$ cat config.mk
export PLATFORM = sky130hd
export DESIGN_NAME = alu_seq_ctrl_flat
export DESIGN_NICKNAME = d
export VERILOG_FILES = /design/src/rtl/alu_seq_ctrl_if.sv /design/src/rtl/alu_seq_ctrl.sv /design/src/flat_wrapper.sv
export SDC_FILE = /design/constraint.sdc
export NUM_CORES = 1
export LEC_CHECK = 0
export ABC_AREA = 1
export CORE_ASPECT_RATIO = 1.2
export CORE_MARGIN = 5
export CORE_UTILIZATION = 46
export DETAILED_ROUTE_END_ITERATION = 8
export PLACE_DENSITY_LB_ADDON = 0.1
export SETUP_SLACK_MARGIN = 0.1
export SYNTH_ARGS = -nofsm -noshare
export SYNTH_HDL_FRONTEND = slang
export SYNTH_SLANG_ARGS = --single-unit
export TNS_END_PERCENT = 1
$ cat constraint.sdc
create_clock -name clk -period 1.7 [get_ports clk]
set_input_delay 0.51 -clock clk [delete_from_list [all_inputs] [get_ports clk]]
set_output_delay 0.51 -clock clk [all_outputs]
set_load 0.005 [all_outputs]
$ cat src/rtl/alu_seq_ctrl_if.sv
// Byte-stream bundle between the pins and the ALU sequencer: an inbound
// valid/ready byte stream and an outbound valid/ready byte stream.
interface alu_seq_ctrl_if;
  logic [7:0] in_data;
  logic       in_valid;
  logic       in_ready;
  logic [7:0] out_data;
  logic       out_valid;
  logic       out_ready;

  // Pin side: sends operand/command bytes, receives result/flags bytes.
  modport master (
    output in_data, in_valid, out_ready,
    input  in_ready, out_data, out_valid
  );

  // Sequencer side.
  modport slave (
    input  in_data, in_valid, out_ready,
    output in_ready, out_data, out_valid
  );
endinterface

$ cat src/rtl/alu_seq_ctrl.sv
// Byte-serial sequencer for a combinational 8-bit ALU: loads A, B and a
// command byte, holds the ALU inputs for EXEC_CYCLES, captures result and
// flags, then returns the result byte and (optionally) a flags byte.
module alu_seq_ctrl #(
  parameter int unsigned EXEC_CYCLES  = 1,
  parameter bit          FLAG_BYTE_EN = 1'b1,
  parameter int unsigned CNT_W        = 8
) (
  input  logic             clk,
  input  logic             rst_n,
  alu_seq_ctrl_if.slave    bus,
  output logic [7:0]       alu_a,
  output logic [7:0]       alu_b,
  output logic [2:0]       alu_op,
  output logic             alu_sh_sel,
  input  logic [7:0]       alu_y,
  input  logic             alu_c,
  input  logic             alu_z,
  input  logic             alu_n,
  input  logic             alu_v,
  output logic             busy,
  output logic [CNT_W-1:0] txn_count
);

  localparam int unsigned EW = (EXEC_CYCLES > 1) ? $clog2(EXEC_CYCLES) : 1;
  localparam logic [EW-1:0] EXEC_LAST = EW'(EXEC_CYCLES - 1);

  typedef enum logic [2:0] {
    StLoadA, StLoadB, StLoadCmd, StExec, StSendY, StSendF
  } state_e;

  state_e        state_q, state_d;
  logic [EW-1:0] exec_cnt;
  logic [7:0]    res_y;
  logic [7:0]    res_f;
  logic          in_ready;
  logic          out_valid;
  logic          in_fire;
  logic          capture;
  logic          txn_done;
  logic [3:0]    cmd_unused;

  // Command bits [7:4] carry no meaning.
  assign cmd_unused = bus.in_data[7:4];

  assign in_fire       = bus.in_valid & in_ready;
  assign bus.in_ready  = in_ready;
  assign bus.out_valid = out_valid;
  // Result/flags registers only change in EXEC, so out_data holds under backpressure.
  assign bus.out_data  = (state_q == StSendF) ? res_f : res_y;
  assign busy          = (state_q != StLoadA);

  // State register.
  always_ff @(posedge clk or negedge rst_n) begin
    if (!rst_n) begin
      state_q <= StLoadA;
    end else begin
      state_q <= state_d;
    end
  end

  // Next-state logic and handshake outputs.
  always_comb begin
    state_d   = state_q;
    in_ready  = 1'b0;
    out_valid = 1'b0;
    capture   = 1'b0;
    txn_done  = 1'b0;
    unique case (state_q)
      StLoadA: begin
        in_ready = 1'b1;
        if (bus.in_valid) state_d = StLoadB;
      end
      StLoadB: begin
        in_ready = 1'b1;
        if (bus.in_valid) state_d = StLoadCmd;
      end
      StLoadCmd: begin
        in_ready = 1'b1;
        if (bus.in_valid) state_d = StExec;
      end
      StExec: begin
        if (exec_cnt == EXEC_LAST) begin
          capture = 1'b1;
          state_d = StSendY;
        end
      end
      StSendY: begin
        out_valid = 1'b1;
        if (bus.out_ready) begin
          if (FLAG_BYTE_EN) begin
            state_d = StSendF;
          end else begin
            txn_done = 1'b1;
            state_d  = StLoadA;
          end
        end
      end
      StSendF: begin
        out_valid = 1'b1;
        if (bus.out_ready) begin
          txn_done = 1'b1;
          state_d  = StLoadA;
        end
      end
      default: state_d = StLoadA;
    endcase
  end

  // Operand/command capture, exec timing, result capture and transaction count.
  always_ff @(posedge clk or negedge rst_n) begin
    if (!rst_n) begin
      alu_a      <= 8'h00;
      alu_b      <= 8'h00;
      alu_op     <= 3'd0;
      alu_sh_sel <= 1'b0;
      exec_cnt   <= '0;
      res_y      <= 8'h00;
      res_f      <= 8'h00;
      txn_count  <= '0;
    end else begin
      if (in_fire && state_q == StLoadA) alu_a <= bus.in_data;
      if (in_fire && state_q == StLoadB) alu_b <= bus.in_data;
      if (in_fire && state_q == StLoadCmd) begin
        alu_op     <= bus.in_data[2:0];
        alu_sh_sel <= bus.in_data[3];
        exec_cnt   <= '0;
      end else if (state_q == StExec) begin
        exec_cnt <= exec_cnt + EW'(1);
      end
      if (capture) begin
        res_y <= alu_y;
        res_f <= {4'b0000, alu_v, alu_n, alu_z, alu_c};
      end
      if (txn_done) txn_count <= txn_count + CNT_W'(1);
    end
  end

endmodule

$ cat src/flat_wrapper.sv
// flat-port wrapper written by rule: the top's interface ports become plain ports
module alu_seq_ctrl_flat 
#(
  parameter int unsigned EXEC_CYCLES  = 1,
  parameter bit          FLAG_BYTE_EN = 1'b1,
  parameter int unsigned CNT_W        = 8
)
  (clk, rst_n, alu_a, alu_b, alu_op, alu_sh_sel, alu_y, alu_c, alu_z, alu_n, alu_v, busy, txn_count, bus_in_data, bus_in_valid, bus_out_ready, bus_in_ready, bus_out_data, bus_out_valid);
  alu_seq_ctrl_if bus_i ();
  input  logic clk;
  input  logic rst_n;
  output logic [7:0] alu_a;
  output logic [7:0] alu_b;
  output logic [2:0] alu_op;
  output logic alu_sh_sel;
  input  logic [7:0] alu_y;
  input  logic alu_c;
  input  logic alu_z;
  input  logic alu_n;
  input  logic alu_v;
  output logic busy;
  output logic [CNT_W-1:0] txn_count;
  input wire logic [$bits(bus_i.in_data)-1:0] bus_in_data;
  input wire logic [$bits(bus_i.in_valid)-1:0] bus_in_valid;
  input wire logic [$bits(bus_i.out_ready)-1:0] bus_out_ready;
  output wire logic [$bits(bus_i.in_ready)-1:0] bus_in_ready;
  output wire logic [$bits(bus_i.out_data)-1:0] bus_out_data;
  output wire logic [$bits(bus_i.out_valid)-1:0] bus_out_valid;
  assign bus_i.in_data = bus_in_data;
  assign bus_i.in_valid = bus_in_valid;
  assign bus_i.out_ready = bus_out_ready;
  assign bus_in_ready = bus_i.in_ready;
  assign bus_out_data = bus_i.out_data;
  assign bus_out_valid = bus_i.out_valid;
  alu_seq_ctrl #(.EXEC_CYCLES(EXEC_CYCLES), .FLAG_BYTE_EN(FLAG_BYTE_EN), .CNT_W(CNT_W)) u_core (.clk(clk), .rst_n(rst_n), .bus(bus_i), .alu_a(alu_a), .alu_b(alu_b), .alu_op(alu_op), .alu_sh_sel(alu_sh_sel), .alu_y(alu_y), .alu_c(alu_c), .alu_z(alu_z), .alu_n(alu_n), .alu_v(alu_v), .busy(busy), .txn_count(txn_count));
endmodule
* Yosys cells after proc, flatten, opt, wreduce, memory -nomap -nowiden *
Index checks and enable logic that the tools add are counted.

word-level totals
  flip-flop bits (word level) = 44
  bits of input ports = 24
  output and inout port bits = 39
  word-level logic and storage cells = 48

operators by class
  $add $sub $neg = 2
  equal/unequal tests = 11
  muxes and demuxes = 16
  bitwise logic cells = 1
  reductions and logical operators = 9

operators with widths
  kind                                                              number
  3-bit two-way mux                                                 6
  3-bit one-hot mux with 6 select lines                             1
  2-bit != test (second input constant)                             6
  8-bit by 1-bit adder with 8-bit output (second input constant)    1
  1-bit two-way mux                                                 8
  8-bit two-way mux                                                 1
  3-bit by 2-bit == test with 1-bit output (second input constant)  2
  3-bit == test (second input constant)                             2
  6-bit AND reduction                                               1
  3-bit by 1-bit == test with 1-bit output (second input constant)  1
  1-bit logical AND                                                 3
  3-bit zero test                                                   1
  3-bit nonzero test                                                1
  3-bit OR reduction                                                1
  2-bit nonzero test                                                1
  2-bit OR reduction                                                1
  1-bit adder (second input constant)                               1
  1-bit AND                                                         1

* Depth between registers and ports, before layout *
Gate-level depths: netlist of run 1.

  word-level depth = 6
  mapped depth = 7
  depth with buffers taken out = 7

* Worst setup path before layout of run 1 *
OpenSTA, ideal clock, no wires.

  kind = flip-flop to output port
  start = register u_core.state_q[1]
  end = output bus_out_data[0]
  arrival time = 1.025 ns
  data required time = 1.190 ns
  path slack = 0.165 ns
  stages on the path, launching flop included = 6
  path buffers = 0
  path through = dfrtp_1 -> inv_1 -> nand3_2 -> inv_1 -> nand2_1 -> nand2_1

between the ends
  longest elaborated chain between the ends = 2

ends and longest elaborated chain
  what                      line                source
  start: declaration        alu_seq_ctrl.sv:32  state_e state_q, state_d;
  start signal: assignment  alu_seq_ctrl.sv:56  state_q <= StLoadA;
  start signal: assignment  alu_seq_ctrl.sv:58  state_q <= state_d;
  3-bit == test             alu_seq_ctrl.sv:50  assign bus.out_data = (state_q == StSendF) ? res_f : res_y;
  8-bit two-way mux         alu_seq_ctrl.sv:50
  end: declaration          flat_wrapper.sv:27  output wire logic [$bits(bus_i.out_data)-1:0] bus_out_data;

Every way passes these cells.

* Final worst setup path of run 1 *
  start = register u_core.state_q[1]
  end = output bus_out_data[1]

The elaborated chain is that of the path after synthesis.

==> results of run 1 <==
## layout by cell type, fill, tap and decap left out, drive strengths merged
| cell | Yosys | routed |
|---|---|---|
| nand3 | 11 | 11 |
| dfrtp | 44 | 44 |
| bufinv | 0 | 1 |
| clkdlybuf4s50 | 0 | 22 |
| nand2 | 86 | 86 |
| ha | 1 | 1 |
| nor3 | 1 | 1 |
| buf | 7 | 34 |
| inv | 39 | 39 |
| dlygate4sd2 | 0 | 28 |
| o21ai | 38 | 38 |
| or2 | 1 | 1 |
| clkbuf | 0 | 8 |
| nand3b | 3 | 3 |
| xor2 | 1 | 1 |
| nand4 | 3 | 3 |
| nor2 | 7 | 7 |
## sequential cells by signal, summed over array words and instances, names as in the netlist
signal             count
u_core.alu_sh_sel      1
u_core.alu_op          3
u_core.res_y           8
u_core.exec_cnt        1
u_core.state_q         3
u_core.alu_a           8
u_core.res_f           4
u_core.alu_b           8
u_core.txn_count       8
## repair_timing
| action | in CTS | in global routing |
|---|---|---|
| gates cloned | 0 | 0 |
| pin swaps | 6 | 3 |
| setup buffers | 12 | 0 |
| hold buffers | 0 | 0 |
| hold endpoints to repair | 0 | 0 |
| gates resized for setup | 91 | 13 |
| endpoints found under the setup margin | 39 | 26 |
## power by group through the flow
| stage | Combinational [mW] | Sequential, mW | Clock (mW) |
|---|---|---|---|
| 2_1_floorplan | 1.04 | 1.78 | 0 |
| 3_3_place_gp | 2.23 | 1.79 | 0 |
| 3_5_place_dp | 2.27 | 1.80 | 0 |
| 4_1_cts | 2.30 | 1.78 | 0.770 |
| 5_1_grt | 2.65 | 1.86 | 0.819 |
| 6_report | 2.34 | 1.79 | 0.752 |
## area by class of cell
class                   instances  area, um^2  share of cell area [%]
clock buffers                   5        68.8                    2.29
well taps                      56        70.1                    2.34
inverters                      39         151                    5.05
multi-input cells             152         787                    26.2
repair buffers                 87         788                    26.3
clock inverters                 1        30.0                    1.00
flip-flops and latches         44        1100                    36.8
## worst min-delay path by stage
stage | slack, ns | depth (start not counted) | endpoint | from
finish | 0.18 | 2 | u_core.txn_count[4] | rst_n
global route | 0.19 | 2 | u_core.txn_count[6] | rst_n
CTS | 0.19 | 2 | u_core.txn_count[4] | rst_n
detailed placement | 0.47 | 2 | u_core.res_f[2] | u_core.res_f[2]
global placement | 0.46 | 2 | u_core.res_y[7] | u_core.res_y[7]
floorplan | 0.21 | 0 | u_core.alu_a[0] | rst_n
## cell families after synthesis
kind of cell	count (synthesis)	synth area share [%]
xor+xnor	1	0.429
flops	44	54.0
compound gates	38	11.5
simple gates	112	23.2
fa+ha+maj	1	0.613
buf+inv	46	10.2
## stage by stage
step | hold WS (ns) | setup WS (ns) | utilization (%) | setup TNS (ns) | cell area [um^2]
finish | 0.177 | -0.181 | 69.8 | -0.839 | 3000
global route | 0.195 | -0.240 | 69.8 | -1.56 | 3000
CTS | 0.195 | -0.144 | 69.5 | -0.781 | 2990
detailed placement | 0.468 | -0.247 | 64.9 | -1.74 | 2790
global placement | 0.464 | -0.208 | 64.9 | -1.59 | 2790
floorplan | 0.214 | 0.165 | - | 0 | 2040
## per-layer routing
| metal | share of wire [%] | track usage [%] | wire length (um) | vias to the layer above |
|---|---|---|---|---|
| met2 | 51 | 31.3 | 2470 | 46 |
| met3 | 6.9 | 6.04 | 336 | 5 |
| li1 | - | - | - | 919 |
| met5 | 0 | 0 | 0 | - |
| met4 | 1.3 | 5.64 | 65 | 0 |
| met1 | 41 | 20.9 | 2010 | 843 |
==> flow_metrics.py, run 1 <==
metrics = {
    "status": {
        "outcome": "finished, violations left",
        "violations": "setup timing",
    },
    "yosys": {
        "syn-mean-instance-area_um2": 8.43,
        "synth_cell_types": 19,
        "synth_fp_nets": 267,
        "syn_area_um2": 2040,
        "synthCells": 242,
        "yosysTopAreaCell": "dfrtp_1",
        "synth_top_flop_cell": "dfrtp_1",
        "synthTopCellsByArea": "dfrtp_1, nand2_1, inv_1",
        "yosys_warnings": 0,
        "synth-edff-count": 0,
        "synth_top_area_share_pct": 54.0,
        "synth.most_common_cell": "nand2_1",
        "yosysSeqAreaShare_pct": 54.0,
        "ys_ff_latch": 44,
        "synthArstFlopShare_pct": 100,
        "ys_top_cells_by_count": "nand2_1, dfrtp_1, inv_1",
    },
    "worst_setup_path": {
        "path_buf_inv": 4,
        "worstPathArrival_ns": 1.37,
        "cp_slowest_cell": "dfrtp_1",
        "cp_cell_sequence": "inv_2 -> nand3_4 -> buf_6 -> buf_6 -> nand2_2 -> nand2_1 -> buf_2",
        "reg2reg_depth": 9,
        "worstSetupEndpoint": "bus_out_data[1]",
        "critical_path.reg2reg.startpoint": "u_core.state_q[1]",
        "cp-start-kind": "flop",
        "crit_start": "u_core.state_q[1]",
        "worstSetupPathType": "flop to primary output",
        "crit_path_max_incr_delay_ns": 0.42,
        "cp.required_ns": 1.19,
        "cpMostUsedCell": "buf_6",
        "critPathMaxFanout": 4,
        "regToRegEndpoint": "u_core.txn_count[5]",
        "cp-end-kind": "primary output",
        "ff2ff_setup_slack_ns": 0.12,
        "crit_cells": 7,
        "crit_family": "buffers and inverters",
    },
    "floorplan": {
        "num_rows": 26,
        "ios": 63,
        "core_um2": 4290,
        "die_area_um2": 5870,
        "die_y_um": 83.0,
        "dieWidth_um": 70.8,
        "start_util_pct": 47.5,
    },
    "clock_network": {
        "cts-htree-levels": 2,
        "cts_made_buffers": 5,
        "cts_tree": "done",
        "clk_path_buf_depth": 2,
        "clk_pin_slew_worst_paths_ns": 0.08,
        "clock-root-buffer": "clkbuf_8",
        "clkLatencyLatePin_ns": 0.29,
        "clkSinkCount": 44,
    },
    "routing": {
        "viasPerCell": 4.72,
        "wirelength_um": 4880,
        "dr.pass1.iters": 4,
        "num_vias": 1813,
        "wl_per_cell_um": 12.7,
        "ant_nets": 0,
        "drc": 0,
        "drt_iter0_markers": 61,
    },
    "global_route": {
        "grt_util_all_layers_pct": 18.1,
        "grt_max_degree": 45,
        "grt_pass1_vias": 1915,
        "antenna_found_initial": 0,
        "grt.overflow.total": 0,
        "grt_pass1_wl_um": 8690,
    },
    "timing": {
        "tightestPinTransition_ns": 0.425,
        "rsz0062_at_grt": "true",
        "final.setup.worst_slack_ns": -0.181,
        "clock-skew-final_ns": 0.00956,
        "fmax_mhz": 532,
        "hold_viol": 0,
        "post-route-min-period_ns": 1.88,
        "setup_viol": 11,
        "maxSlewHeadroom_pct": 71.6,
        "drv_slew": 0,
        "timing.final.crit_share_pct": 111,
    },
    "cells_and_area": {
        "final_nets": 354,
        "fin_cells": 384,
        "diodes": 0,
        "drive_gt1_share_pct": 22.9,
        "nFillCells": 378,
        "areaGrowthSynthToFinish_pct": 47.0,
    },
    "power_and_ir_drop": {
        "power_switching_mw": 1.75,
        "p_leak_nw": 1.60,
        "power.clock.fraction_pct": 15.4,
        "power_mw": 4.88,
        "combPwrFrac_pct": 47.8,
        "power_frac_seq_pct": 36.8,
        "p_per_area_nw_per_um2": 1630,
        "p_int_mw": 3.13,
        "vdd_drop_max_v": 0.000753,
        "switching_share_pct": 35.9,
    },
    "placement": {
        "numPortBuffers": 62,
        "placed_cells": 366,
        "globalplace.congestion": 0.749,
        "dp_hpwl_um": 3280,
    },
    "worst_hold_path": {
        "hp-class": "primary input to async pin",
    },
    "flow_run": {
        "max_cap_violations": 0,
    },
}
(Power assumes the default switching activity.)
==> inputs of run 2 (changes only) <==
--- a/config.mk
+++ b/config.mk
@@ -6,9 +6,11 @@
 export NUM_CORES = 1
 export LEC_CHECK = 0
 export ABC_AREA = 1
+export CELL_PAD_IN_SITES_DETAIL_PLACEMENT = 0
+export CELL_PAD_IN_SITES_GLOBAL_PLACEMENT = 2
 export CORE_ASPECT_RATIO = 1.2
 export CORE_MARGIN = 5
-export CORE_UTILIZATION = 46
+export CORE_UTILIZATION = 26
 export DETAILED_ROUTE_END_ITERATION = 8
 export PLACE_DENSITY_LB_ADDON = 0.1
 export SETUP_SLACK_MARGIN = 0.1
==> flow_metrics.py, run 2 (same netlist as run 1, synthesis figures left out) <==
metrics = {
    "timing": {
        "clock-skew-final_ns": 0.00968,
        "fmax_mhz": 540,
        "post-route-min-period_ns": 1.85,
        "hold_slack_ns": 0.158,
        "timing.final.crit_share_pct": 109,
        "maxSlewHeadroom_pct": 75.2,
        "tightestPinTransition_ns": 0.371,
        "hold_viol": 0,
        "setup_viol": 11,
        "drv_slew": 0,
        "rsz0062_at_grt": "true",
        "final.setup.worst_slack_ns": -0.153,
        "tns_ns": -1.38,
    },
    "global_route": {
        "grt.overflow.total": 0,
        "antenna_found_initial": 0,
        "grt_max_degree": 45,
        "grt_pass1_vias": 1847,
        "grt_util_all_layers_pct": 11.1,
        "grt_pass1_wl_um": 8780,
    },
    "cells_and_area": {
        "drive_gt1_share_pct": 25.0,
        "areaGrowthSynthToFinish_pct": 51.2,
        "diodes": 0,
        "final_common_cell": "nand2_1",
        "final_core_util_pct": 40.3,
        "final_cell_mix": "nand2_1, dfrtp_1, inv_1",
        "seq_area_um2": 1100,
        "nFillCells": 813,
        "multi_input_area_um2": 787,
        "final_nets": 360,
    },
    "floorplan": {
        "num_rows": 35,
        "die_area_um2": 9730,
        "start_util_pct": 26.6,
        "die_y_um": 107,
        "ios": 63,
        "dieWidth_um": 90.9,
        "core_um2": 7660,
    },
    "worst_setup_path": {
        "crit_family": "buffers and inverters",
        "cp-end-kind": "primary output",
        "cp.required_ns": 1.19,
        "cp-start-kind": "flop",
        "critical_path.reg2reg.startpoint": "u_core.state_q[1]",
        "cpMostUsedCell": "buf_6",
        "worstSetupPathType": "flop to primary output",
        "critPathMaxFanout": 5,
        "cp_slowest_cell": "dfrtp_1",
        "path_buf_inv": 4,
        "cp_cell_sequence": "inv_2 -> nand3_2 -> buf_6 -> buf_6 -> nand2_2 -> nand2_1 -> buf_2",
        "crit_start": "u_core.state_q[1]",
        "worstPathArrival_ns": 1.34,
        "crit_path_max_incr_delay_ns": 0.41,
    },
    "clock_network": {
        "clkSinkCount": 44,
        "clock-root-buffer": "clkbuf_8",
        "cts-htree-levels": 2,
        "clk_pin_slew_worst_paths_ns": 0.09,
        "cts_tree": "done",
        "clk_path_buf_depth": 2,
        "cts_made_buffers": 5,
        "clkLatencyLatePin_ns": 0.30,
    },
    "routing": {
        "drc": 0,
        "viasPerCell": 4.16,
        "drt_iter0_markers": 53,
        "wl_per_cell_um": 11.9,
        "ant_nets": 0,
        "dr.pass1.iters": 4,
        "wirelength_um": 5110,
        "num_vias": 1780,
    },
    "worst_hold_path": {
        "hp-class": "primary input to async pin",
    },
    "status": {
        "violations": "setup timing",
        "outcome": "finished, violations left",
    },
    "flow_run": {
        "max_cap_violations": 0,
    },
    "placement": {
        "dp_hpwl_um": 3600,
        "dp_worst_setup_slack_ns": -0.222,
        "numPortBuffers": 62,
        "globalplace.congestion": 0.755,
    },
    "power_and_ir_drop": {
        "vdd_drop_max_v": 0.000577,
        "p_per_area_nw_per_um2": 1550,
        "p_leak_nw": 1.63,
    },
}
[run 2: cell types whose count changed in the layout (fill, tap and decap cells not counted), moves of 2 or more]
cell      previous run  this run
inv_4                0         2
dfrtp_2              2         0
clkinv_2             0         2
dfrtp_1             42        44
clkbuf_2             3         0
nand2_1             82        79
buf_4               12        20
nand2_2              4         6
[run 2: path summary, 6_finish.rpt]
check                                      end  slack (ns)  depth (start not counted)
setup / recovery               bus_out_data[3]       -0.15                          7
hold / removal             u_core.txn_count[6]        0.16                          2
setup reg to reg           u_core.txn_count[0]        0.15                          8
hold reg to reg                u_core.res_f[0]        0.48                          2
max in group asynchronous    u_core.state_q[0]        1.30                          2
min in group clk               u_core.res_f[0]        0.48                          2
[run 2: worst register-to-register path, stage by stage, from the launching register on]
cell     delay [ns]
dfrtp_1        0.41
inv_2          0.09
nand3_2        0.08
buf_6          0.14
buf_6          0.11
buf_4          0.13
nor2_4         0.23
buf_12         0.15
xor2_1         0.14
[run 2: layout make-up]
| class | count | share of cell area [%] |
|---|---|---|
| inverter | 39 | 4.91 |
| sequential | 44 | 35.7 |
| timing repair buffer | 93 | 27.2 |
| tap | 92 | 3.73 |
| multi-input combinational | 152 | 25.5 |
| clock inverter | 2 | 0.324 |
| clock buffer | 6 | 2.68 |
[run 2: what timing repair did]
action,CTS,global route
endpoints found under the setup margin,39,25
gates resized for setup,99,6
hold buffers,0,0
buffers inserted,13,0
pin swaps,7,4
[run 2: metal layers]
metal | part of all wire, % | global-route usage (%) | vias up | routed length [um]
met1 | 42 | 13.4 | 795 | 2150
met5 | 0 | 0 | - | 0
li1 | - | - | 933 | -
met4 | 0.98 | 3.46 | 0 | 50
met2 | 50 | 18.8 | 44 | 2550
met3 | 7.1 | 3.65 | 8 | 360
[run 2: where the power goes]
part | internal, mW | switching, mW
clock network | 0.325 | 0.363
logic | 1.22 | 1.11
registers | 1.50 | 0.276
total | 3.04 | 1.75
[run 2: per-stage QoR]
stage	power, mW	cell area, um^2	instances
floorplan	2.82	2040	242
global placement	4.12	2880	407
detailed placement	4.12	2880	407
CTS	4.81	3060	428
global route	5.24	3090	428
finish	4.79	3090	428
